### config.mk
export PLATFORM = sky130hd
export DESIGN_NAME = bcd_stopwatch
export DESIGN_NICKNAME = d
export VERILOG_FILES = /design/src/rtl/bcd_stopwatch.sv
export SDC_FILE = /design/constraint.sdc
export NUM_CORES = 1
export LEC_CHECK = 0
export ABC_AREA = 1
export CAP_MARGIN = 10
export CORE_MARGIN = 4
export CORE_UTILIZATION = 61
export CTS_CLUSTER_SIZE = 30
export DETAILED_ROUTE_END_ITERATION = 7
export PLACE_DENSITY = 0.84
export SETUP_SLACK_MARGIN = 0.1
export SLEW_MARGIN = 20
export SYNTH_ARGS = -nofsm -noshare
export SYNTH_HDL_FRONTEND = slang
export SYNTH_SLANG_ARGS = --single-unit
### constraint.sdc
create_clock -name clock -period 2.45 [get_ports clock]
set_input_delay 0.735 -clock clock [delete_from_list [all_inputs] [get_ports clock]]
set_output_delay 0.735 -clock clock [all_outputs]
set_load 0.005 [all_outputs]
### src/rtl/bcd_stopwatch.sv
// BCD stopwatch: edge-detects divided_Clock into ticks and counts them under start/stop, lap, clear control.
// Optional SEVEN_SEG_EN adds a registered active-low seven-segment decode output (seg_Out).
module bcd_stopwatch #(
    parameter int unsigned DIGITS    = 4,
    parameter bit          ROLL_OVER = 1'b1
) (
    input  logic                clock,
    input  logic                reset,
    input  logic                divided_Clock,
    input  logic                start_Stop,
    input  logic                lap,
    input  logic                clear,
    output logic [4*DIGITS-1:0] bcd_Count,
    output logic                running,
    output logic                overflow
`ifdef SEVEN_SEG_EN
    ,
    output logic [7*DIGITS-1:0] seg_Out
`endif
);

    typedef enum logic [1:0] {IDLE, RUN, LAP, STOP} state_t;

    state_t               r_state;
    state_t               w_state_next;
    logic [2:0]           r_btn_sync1;
    logic [2:0]           r_btn_sync2;
    logic [2:0]           r_btn_prev;
    logic [2:0]           w_press;
    logic                 r_div_q;
    logic                 w_tick;
    logic [4*DIGITS-1:0]  r_count;
    logic [4*DIGITS-1:0]  r_lap;
    logic [4*DIGITS-1:0]  w_inc;
    logic [4*DIGITS-1:0]  w_count_next;
    logic                 w_all_nines;
    logic                 r_ovf;
    logic                 w_ovf_next;

    // Sync/prev flops reset high so a level held through reset is not seen as a press.
    always_ff @(posedge clock) begin
        if (reset) begin
            r_btn_sync1 <= '1;
            r_btn_sync2 <= '1;
            r_btn_prev  <= '1;
            r_div_q     <= 1'b1;
        end else begin
            r_btn_sync1 <= {clear, lap, start_Stop};
            r_btn_sync2 <= r_btn_sync1;
            r_btn_prev  <= r_btn_sync2;
            r_div_q     <= divided_Clock;
        end
    end

    assign w_press = r_btn_sync2 & ~r_btn_prev;
    assign w_tick  = divided_Clock & ~r_div_q;

    always_ff @(posedge clock) begin
        if (reset) r_state <= IDLE;
        else       r_state <= w_state_next;
    end

    always_comb begin
        w_state_next = r_state;
        unique case (r_state)
            IDLE: if (w_press[0]) w_state_next = RUN;
            RUN: begin
                if (w_press[0])      w_state_next = STOP;
                else if (w_press[1]) w_state_next = LAP;
            end
            LAP: begin
                if (w_press[0])      w_state_next = STOP;
                else if (w_press[1]) w_state_next = RUN;
            end
            STOP: begin
                if (w_press[2])      w_state_next = IDLE;
                else if (w_press[0]) w_state_next = RUN;
            end
            default: w_state_next = IDLE;
        endcase
    end

    always_comb begin
        running   = (r_state == RUN) || (r_state == LAP);
        bcd_Count = (r_state == LAP) ? r_lap : r_count;
    end

    assign overflow = r_ovf;

    always_comb begin : p_inc
        logic carry;
        carry = 1'b1;
        w_inc = r_count;
        for (int unsigned i = 0; i < DIGITS; i++) begin
            if (carry) begin
                if (r_count[4*i +: 4] == 4'd9) begin
                    w_inc[4*i +: 4] = 4'd0;
                end else begin
                    w_inc[4*i +: 4] = r_count[4*i +: 4] + 4'd1;
                    carry = 1'b0;
                end
            end
        end
        w_all_nines = carry;
    end

    // Increment is gated by the current state, so a tick on the stop edge still counts.
    always_comb begin
        w_count_next = r_count;
        w_ovf_next   = r_ovf;
        if (((r_state == RUN) || (r_state == LAP)) && w_tick) begin
            if (w_all_nines) begin
                w_ovf_next = 1'b1;
                if (ROLL_OVER) w_count_next = '0;
            end else begin
                w_count_next = w_inc;
            end
        end else if ((r_state == STOP) && (w_state_next == IDLE)) begin
            w_count_next = '0;
            w_ovf_next   = 1'b0;
        end
    end

    always_ff @(posedge clock) begin
        if (reset) begin
            r_count <= '0;
            r_lap   <= '0;
            r_ovf   <= 1'b0;
        end else begin
            r_count <= w_count_next;
            r_ovf   <= w_ovf_next;
            if ((r_state != LAP) && (w_state_next == LAP)) r_lap <= w_count_next;
        end
    end

`ifdef SEVEN_SEG_EN
    function automatic logic [6:0] seg7(input logic [3:0] d);
        case (d)
            4'd0:    seg7 = 7'b1000000;
            4'd1:    seg7 = 7'b1111001;
            4'd2:    seg7 = 7'b0100100;
            4'd3:    seg7 = 7'b0110000;
            4'd4:    seg7 = 7'b0011001;
            4'd5:    seg7 = 7'b0010010;
            4'd6:    seg7 = 7'b0000010;
            4'd7:    seg7 = 7'b1111000;
            4'd8:    seg7 = 7'b0000000;
            4'd9:    seg7 = 7'b0010000;
            default: seg7 = 7'b1111111;
        endcase
    endfunction

    always_ff @(posedge clock) begin
        if (reset) begin
            seg_Out <= '1;
        end else begin
            for (int unsigned i = 0; i < DIGITS; i++)
                seg_Out[7*i +: 7] <= seg7(bcd_Count[4*i +: 4]);
        end
    end
`endif

endmodule

Yosys cells after proc, flatten, opt, wreduce, memory -nomap -nowiden --
Index checks and enable logic that the tools add are counted.
Storage, ports and cells: memory bits (read-only) 0, output and inout bits 18, bits of input ports 6, memory bits (writable) 0, flip-flop bits (word level) 45, latch bits 0, memories kept 0
Cells by class: magnitude comparators 0, reductions and logical operators 8, $add $sub $neg 4, bitwise operators 4, shifts and indexed selects 0, equal/unequal tests 10, multiply operators 0, mux-type cells 28, divide/modulo/power cells 0
Operators with widths (count):
- $mux W16 | 4
- $mux W4 | 7
- $add A4 B1 Y4 const B | 4
- $eq A4 B4 Y1 const B | 4
- $mux W2 | 6
- $mux W1 | 10
- $pmux W2 S4 | 1
- $eq A2 B2 Y1 const B | 3
- $logic_not A2 Y1 | 2
- $ne A2 B2 Y1 const B | 2
- $and A3 B3 Y3 | 1
- $logic_and A1 B1 Y1 | 3
- $not A3 Y3 | 1
- $eq A2 B1 Y1 const B | 1
- $reduce_and A2 Y1 | 1
- $reduce_bool A2 Y1 | 1
- $and A1 B1 Y1 | 1
- $logic_or A1 B1 Y1 | 1
- $not A1 Y1 | 1

Logic depth before layout (Yosys ltp) --
Gate-level depths: netlist of run 1.
depth in word-level cells 9, depth in mapped cells 14, depth with buffers taken out 13

Worst setup path after synthesis of run 1 --
No wires, ideal clock.
path type register to output, start reg r_state[0], end out bcd_Count[11], data required time 1.715 ns, arrival time 1.103 ns, setup slack 0.612 ns, cell stages (with the launch flop) 6, path through dfxtp_1 inv_1 ha_1 clkbuf_2 clkbuf_1 o21ai_0
Between the ends: word-level cells in the longest chain between the ends 2
RTL lines:
- start: declaration | line 24 | state_t r_state;
- start signal: assignment | line 60 | else r_state <= w_state_next;
- $eq A2 B2 Y1 | line 85 | bcd_Count = (r_state == LAP) ? r_lap : r_count;
- $mux W16 | line 85
- end: declaration | line 13 | output logic [4*DIGITS-1:0] bcd_Count,
Every way passes these cells.

Worst setup path in the final report of run 1 --
start reg r_state[1], end out running
Between the ends: word-level cells in the longest chain between the ends 2, elaborated cells between the ends (all ways) 3, those cells by class 2 x eq/ne; 1 x reduce/logical
RTL lines:
- $eq A2 B1 Y1 / $eq A2 B2 Y1 (equally long branches) | line 84 | running = (r_state == RUN) || (r_state == LAP);
- $logic_or A1 B1 Y1 (*) | line 84
- end: declaration | line 14 | output logic running,
Every way passes the cells marked *; elsewhere a longest branch is shown, timed or not.

==> out/metrics.yaml, run 1 <==
status: "finished clean"
reg2reg_slack_ns: 0.51
synth_mux_area_share_pct: 0
yosys_warnings: 0
synth_top_family_by_area: "simple AND/OR/NAND/NOR gates"
finalSetupTns_ns: 0
yosys.area.top_type_share_pct: 37.3
grt_pass1_vias: 2026
cts_hold_buf: 0
cp_slowest_cell: "clkdlybuf4s50_1"
yosys-top-cells-area: "dfxtp_1 37%, nand2_1 12%, nor2_1 11%"
avgSynthCellArea_um2: 6.57
place_hpwl_um: 3360
syn_area_um2: 2420
boundaryPins: 24
synth_fa_ha_area_share_pct: 3.11
die_area_um2: 5030
drt_wl_total_um: 5060
syn2layout_area_growth_pct: 15.1
fin_util_pct: 74.3
wl_per_cell_um: 11.6
ir_worst_vdd_mv: 0.390
slew_headroom_pct: 76.7
final_layout_size_suffix_gt1_share_pct: 12.4
grt-ovfl-total: 0
drc: 0
place.gp.congestion: 0.812
finalMaxSlewViolations: 0
first_pass_iters: 4
arrival_ns: 1.56
yosys.area_share.simple_pct: 38.0
cts_buffers: 5
tightestPinTransition_ns: 0.350
initial_utilization_pct: 64.5
hp-class: "reg2reg"
setup_slack_ns: 0.159
worst_setup_path_start_kind: "register"
drtAntennaViolNets: 0
syn-num-nets: 380
portBuffers: 23
p_leak_uw: 0.00128
fin_crit_sh_pct: 93.5
hold_viol_final: 0
synth-xor-area-share_pct: 1.45
final.min_clock_period_ns: 2.29
vias: 2275
clk_latency_ns: 0.31
clkTransAtPathRegs_ns: 0.09
post_cts_buffers: 0
grtUsageTotal_pct: 20.2
synth-compound-area-share_pct: 9.01
synth_seq_cells: 45
cp_cell_sequence: "inv_1 -> ha_1 -> clkdlybuf4s50_1"
maxCapViolations: 0
dp_cells: 428
cts_num_sinks: 45
synth_top_cell_by_area: "dfxtp_1"
p_per_area_nw_per_um2: 490
syn_inst: 368
drt_iter0_drc: 240
grt_max_degree: 45
cp_max_fo: 4
diodes: 0
setup_viol: 0
fmax_mhz: 437
hold-worst-slack_ns: 0.416
cts_tree: "yes"
core_um2: 3740
ys_seq_area_share_pct: 37.3
root_buffer: "clkbuf_8"
final_nets: 399
die_h_um: 70.9
post-place-ws_ns: 0.163
h-tree-depth: 2
crit_path_end_kind: "output port"
grt_pass1_wl_um: 8310
cp.required_ns: 1.71
clock_path_buffers: 2
die_x_um: 70.9
row_count: 22
crit_type: "reg2out"
cts_resized: 22
antenna_found_initial: 0
slowest_delay_ns: 0.51
via_per_inst: 5.22
ys_types: 27
layoutNonFillerInstCount: 436
fin_skew_ns: 0.00605
grt_setup_unrepaired: "yes"
## kinds of logic after synthesis
kind of cell | count (synthesis)
adders and majority gates | 6
and+or+nand+nor | 208
DFF | 45
AOI/OAI and AO/OA | 42
buffers and inverters | 63
xor gates and xnor gates | 4
## synthesized netlist by cell type, drive strengths merged
cell	instances
o22ai	1
nor2	75
ha	6
or2	9
xor2	4
inv	47
nand2	92
o21ai	21
nand3b	1
buf	7
a21oi	19
nand4	3
nand3	27
nor3	1
o211ai	1
clkbuf	9
dfxtp	45
## report_power, final
group	internal [uW]	switching (uW)	total, uW	leakage (uW)
clock	305	271	576	0.0000543
sequential	737	3.09	740	0.000366
combinational	20.5	24.9	45.4	0.000858
## per-stage QoR
stage | power (uW) | instance area (um^2)
4_1_cts | 1370 | 2780
6_report | 1360 | 2780
3_5_place_dp | 804 | 2680
5_1_grt | 1400 | 2780
2_1_floorplan | 785 | 2420
3_3_place_gp | 802 | 2680
## critical path: cells and delay by family (launching register included)
| family | cells | cell delay (ns) |
|---|---|---|
| buffers and inverters | 2 | 0.58 |
| adders and majority gates | 1 | 0.31 |
| DFF | 1 | 0.37 |
## worst paths after layout
kind,from,endpoint,cells past startpoint
setup reg to reg,r_state[0],r_lap[1],13
hold reg to reg,r_btn_sync1[0],r_btn_sync2[0],1
setup / recovery,r_state[1],running,3
hold / removal,r_btn_sync1[0],r_btn_sync2[0],1
## sequential cells by signal, indices dropped and copies added (netlist names)
name / flops
overflow: 1
r_state: 2
r_btn_sync2: 3
r_btn_prev: 3
r_count: 16
r_btn_sync1: 3
r_div_q: 1
r_lap: 16
## layout by cell type, fill, tap and decap left out, drive strengths merged
| master | n |
|---|---|
| xor2 | 4 |
| nor2 | 75 |
| o22ai | 1 |
| o21ai | 21 |
| a21oi | 19 |
| inv | 47 |
| nand4 | 3 |
| dlygate4sd2 | 16 |
| clkdlybuf4s50 | 7 |
| nand3b | 1 |
| clkbuf | 5 |
| dfxtp | 45 |
| clkinvlp | 1 |
| nor3 | 1 |
| nand3 | 27 |
| nand2 | 92 |
| o211ai | 1 |
| bufinv | 1 |
| ha | 6 |
| or2 | 9 |
| clkinv | 1 |
| buf | 5 |
## per-layer routing
| layer | GRT usage [%] | vias up | part of all wire, % | routed length (um) |
|---|---|---|---|---|
| met5 | 0 | - | 0 | 0 |
| met4 | 6.68 | 0 | 1.7 | 84 |
| met3 | 5.68 | 11 | 4.1 | 209 |
| met2 | 35.2 | 53 | 49 | 2490 |
| met1 | 23.9 | 1040 | 45 | 2280 |
| li1 | - | 1171 | - | - |
## final cells by class
class	count	area, um^2
Clock buffer	5	68.8
Clock inverter	3	46.3
Fill cell	329	963
Inverter	47	176
Multi-Input combinational cell	260	1250
Sequential cell	45	906
Tap cell	48	60.1
Timing Repair Buffer	28	273
Note: power is estimated with default switching activity, not from simulation.
==> run 2: changes to the inputs <==
CTS_CLUSTER_DIAMETER = 80   (was unset)
==> results of run 2 <==
No change in the layout: final DEF, timing and power equal those of run 1.
==> run 3: changes to the inputs <==
ABC_CLOCK_PERIOD_IN_PS = 2450   (was unset)
==> results of run 3 <==
No change in the layout: final DEF, timing and power equal those of run 1.
==> variant: new RTL, flow settings as in run 3 <==
Set the parameter `DIGITS` to 3 (it was 4).
--- a/src/rtl/bcd_stopwatch.sv
+++ b/src/rtl/bcd_stopwatch.sv
@@ -1,7 +1,7 @@
 // BCD stopwatch: edge-detects divided_Clock into ticks and counts them under start/stop, lap, clear control.
 // Optional SEVEN_SEG_EN adds a registered active-low seven-segment decode output (seg_Out).
 module bcd_stopwatch #(
-    parameter int unsigned DIGITS    = 4,
+    parameter int unsigned DIGITS    = 3,
     parameter bit          ROLL_OVER = 1'b1
 ) (
     input  logic                clock,
Ports: changed (resized bcd_Count); port bits go from 24 to 20. No check against the original RTL was run, so the function may have changed too.
==> variant against run 3 <==
- synthesized area shrank 19%
- worst hold slack gained 0.0050 ns
- wire length shrank 18%
- synthesized cell count shrank 20%
- setup slack lost 0.0082 ns
- final area shrank 17%
- count of clock-buffer cells in the layout grew 2
- power shrank 24%
- sequential cell count shrank 8
- critical path type unchanged
- largest cell class unchanged
- highest routed layer unchanged
==> variant: results (changes against run 3) <==
.. list-table::
   :header-rows: 1

   * - Metric
     - Value
   * - Highest net fanout along the worst path
     - 14 (+10)
   * - Worst stage delay on the critical path
     - 0.36 ns (-0.15 ns)
   * - Cells taking the most area after synthesis
     - sky130_fd_sc_hd__dfxtp_1 (38%), sky130_fd_sc_hd__nand2_1 (12%), sky130_fd_sc_hd__nor2_1 (8.3%), sky130_fd_sc_hd__inv_1 (7.3%), sky130_fd_sc_hd__nand3_1 (5.4%)
   * - Master of the slowest instance on the critical path
     - sky130_fd_sc_hd__dfxtp_2
   * - Clock network latency to the later pin of the worst-skew pair
     - 0.35 ns (+0.04 ns)
   * - Wire length of the first global-routing pass
     - 7.38 mm (-11%)
   * - Sequential element share of the synthesized area
     - 37.9% (+0.64 points)
   * - Adder and majority cell fraction of the synthesized area
     - 2.56% (-0.54 points)
   * - Number of unique standard cell types used by synthesis
     - 28 (+3.7%)
   * - Max-slew headroom
     - 69.9% (-6.8 points)
   * - Max VDD drop
     - 0.000300 V (-23%)
   * - Static Leakage
     - 1.08 nW (-15%)
   * - Outcome
     - finished, final reports clean
   * - Total detailed-routing wirelength
     - 4.17 mm (-18%)
   * - Clock transition at the registers of the reported paths
     - 0.11 ns (+0.02 ns)
   * - Count of buffers inserted at the top-level ports
     - 19 (-17%)
   * - Nets
     - 324 (-19%)
   * - Gate count of the mapped netlist
     - 293 (-20%)
   * - Post-Place Worst Slack
     - 0.146 ns (-0.0172 ns)
   * - Detailed-placement wirelength estimate
     - 2.72 mm (-19%)
   * - Commonest cells post-synth
     - sky130_fd_sc_hd__nand2_1 (62), sky130_fd_sc_hd__nor2_1 (43), sky130_fd_sc_hd__inv_1 (38)
   * - Net count after synthesis
     - 303 (-20%)
   * - Fraction of final layout cells sized beyond drive strength 1
     - 13.3% (+0.96 points)
   * - Net switching power
     - 0.236 mW (-21%)
   * - Via count
     - 1843 (-19%)
   * - Crit path launch
     - r_state[0]
   * - Placement Cell Area
     - 2190 um^2 (-18%)
   * - Total Routing Usage GR
     - 22.0% (+1.8 points)
   * - Filler-free cell count of the finished design
     - 359 (-18%)
   * - Number of DRC markers after the initial detailed-route iteration
     - 104 (-57%)
   * - Largest net degree at the start of global routing
     - 28 (-38%)
   * - Buffer cell driving the clock tree root
     - sky130_fd_sc_hd__clkbuf_4
   * - Synthesized-area fraction occupied by ao, oa, aoi and oai cells
     - 14.3% (+5.3 points)
   * - Clock tree skew after final layout
     - 0.00706 ns (+0.00101 ns)
variant: final timing paths:
check	to	cells past startpoint	slack [ns]
worst min-delay path	r_btn_sync2[0]	1	0.42
worst max-delay path	bcd_Count[6]	5	0.15
worst min register to register	r_btn_sync2[0]	1	0.42
worst max register to register	r_lap[6]	12	0.52
variant: repair_timing:
action / CTS / global route
hold buffers: 0 / 0
setup buffers: 1 / 0
resized for setup: 15 / 18
endpoints found under the hold margin: 0 / 0
cloned: 0 / 1
endpoints found under the setup margin: 13 / 13
variant: logic make-up after synthesis:
family / count (synthesis)
adders and majority gates: 4
buffers and inverters: 53
DFF: 37
and+or+nand+nor: 146
xor gates and xnor gates: 1
AOI/OAI and AO/OA: 52
variant: area by class of cell:
| type | count | area [um^2] |
|---|---|---|
| fillers | 268 | 749 |
| multi-input cells | 203 | 1020 |
| clock buffers | 7 | 65.1 |
| flip-flops and latches | 37 | 746 |
| repair buffers | 27 | 264 |
| clock inverters | 1 | 5.00 |
| well taps | 44 | 55.1 |
| inverters | 40 | 150 |
variant: routing by layer:
layer  track usage (%)  vias to the layer above  part of all wire, %
li1                  -                      966                    -
met1              28.1                      827                   45
met2              36.2                       43                   48
met3              5.20                        7                  5.2
met4              7.92                        0                  1.4
met5                 0                        -                    0
variant: power groups by stage:
| stage | combinational, mW | sequential (mW) | clock (mW) |
|---|---|---|---|
| after CTS | 0.0441 | 0.612 | 0.373 |
| final | 0.0458 | 0.611 | 0.374 |
| after global placement | 0.0433 | 0.625 | 0 |
| after global routing | 0.0510 | 0.612 | 0.398 |
| after detailed placement | 0.0443 | 0.625 | 0 |
| after floorplan | 0.0286 | 0.625 | 0 |
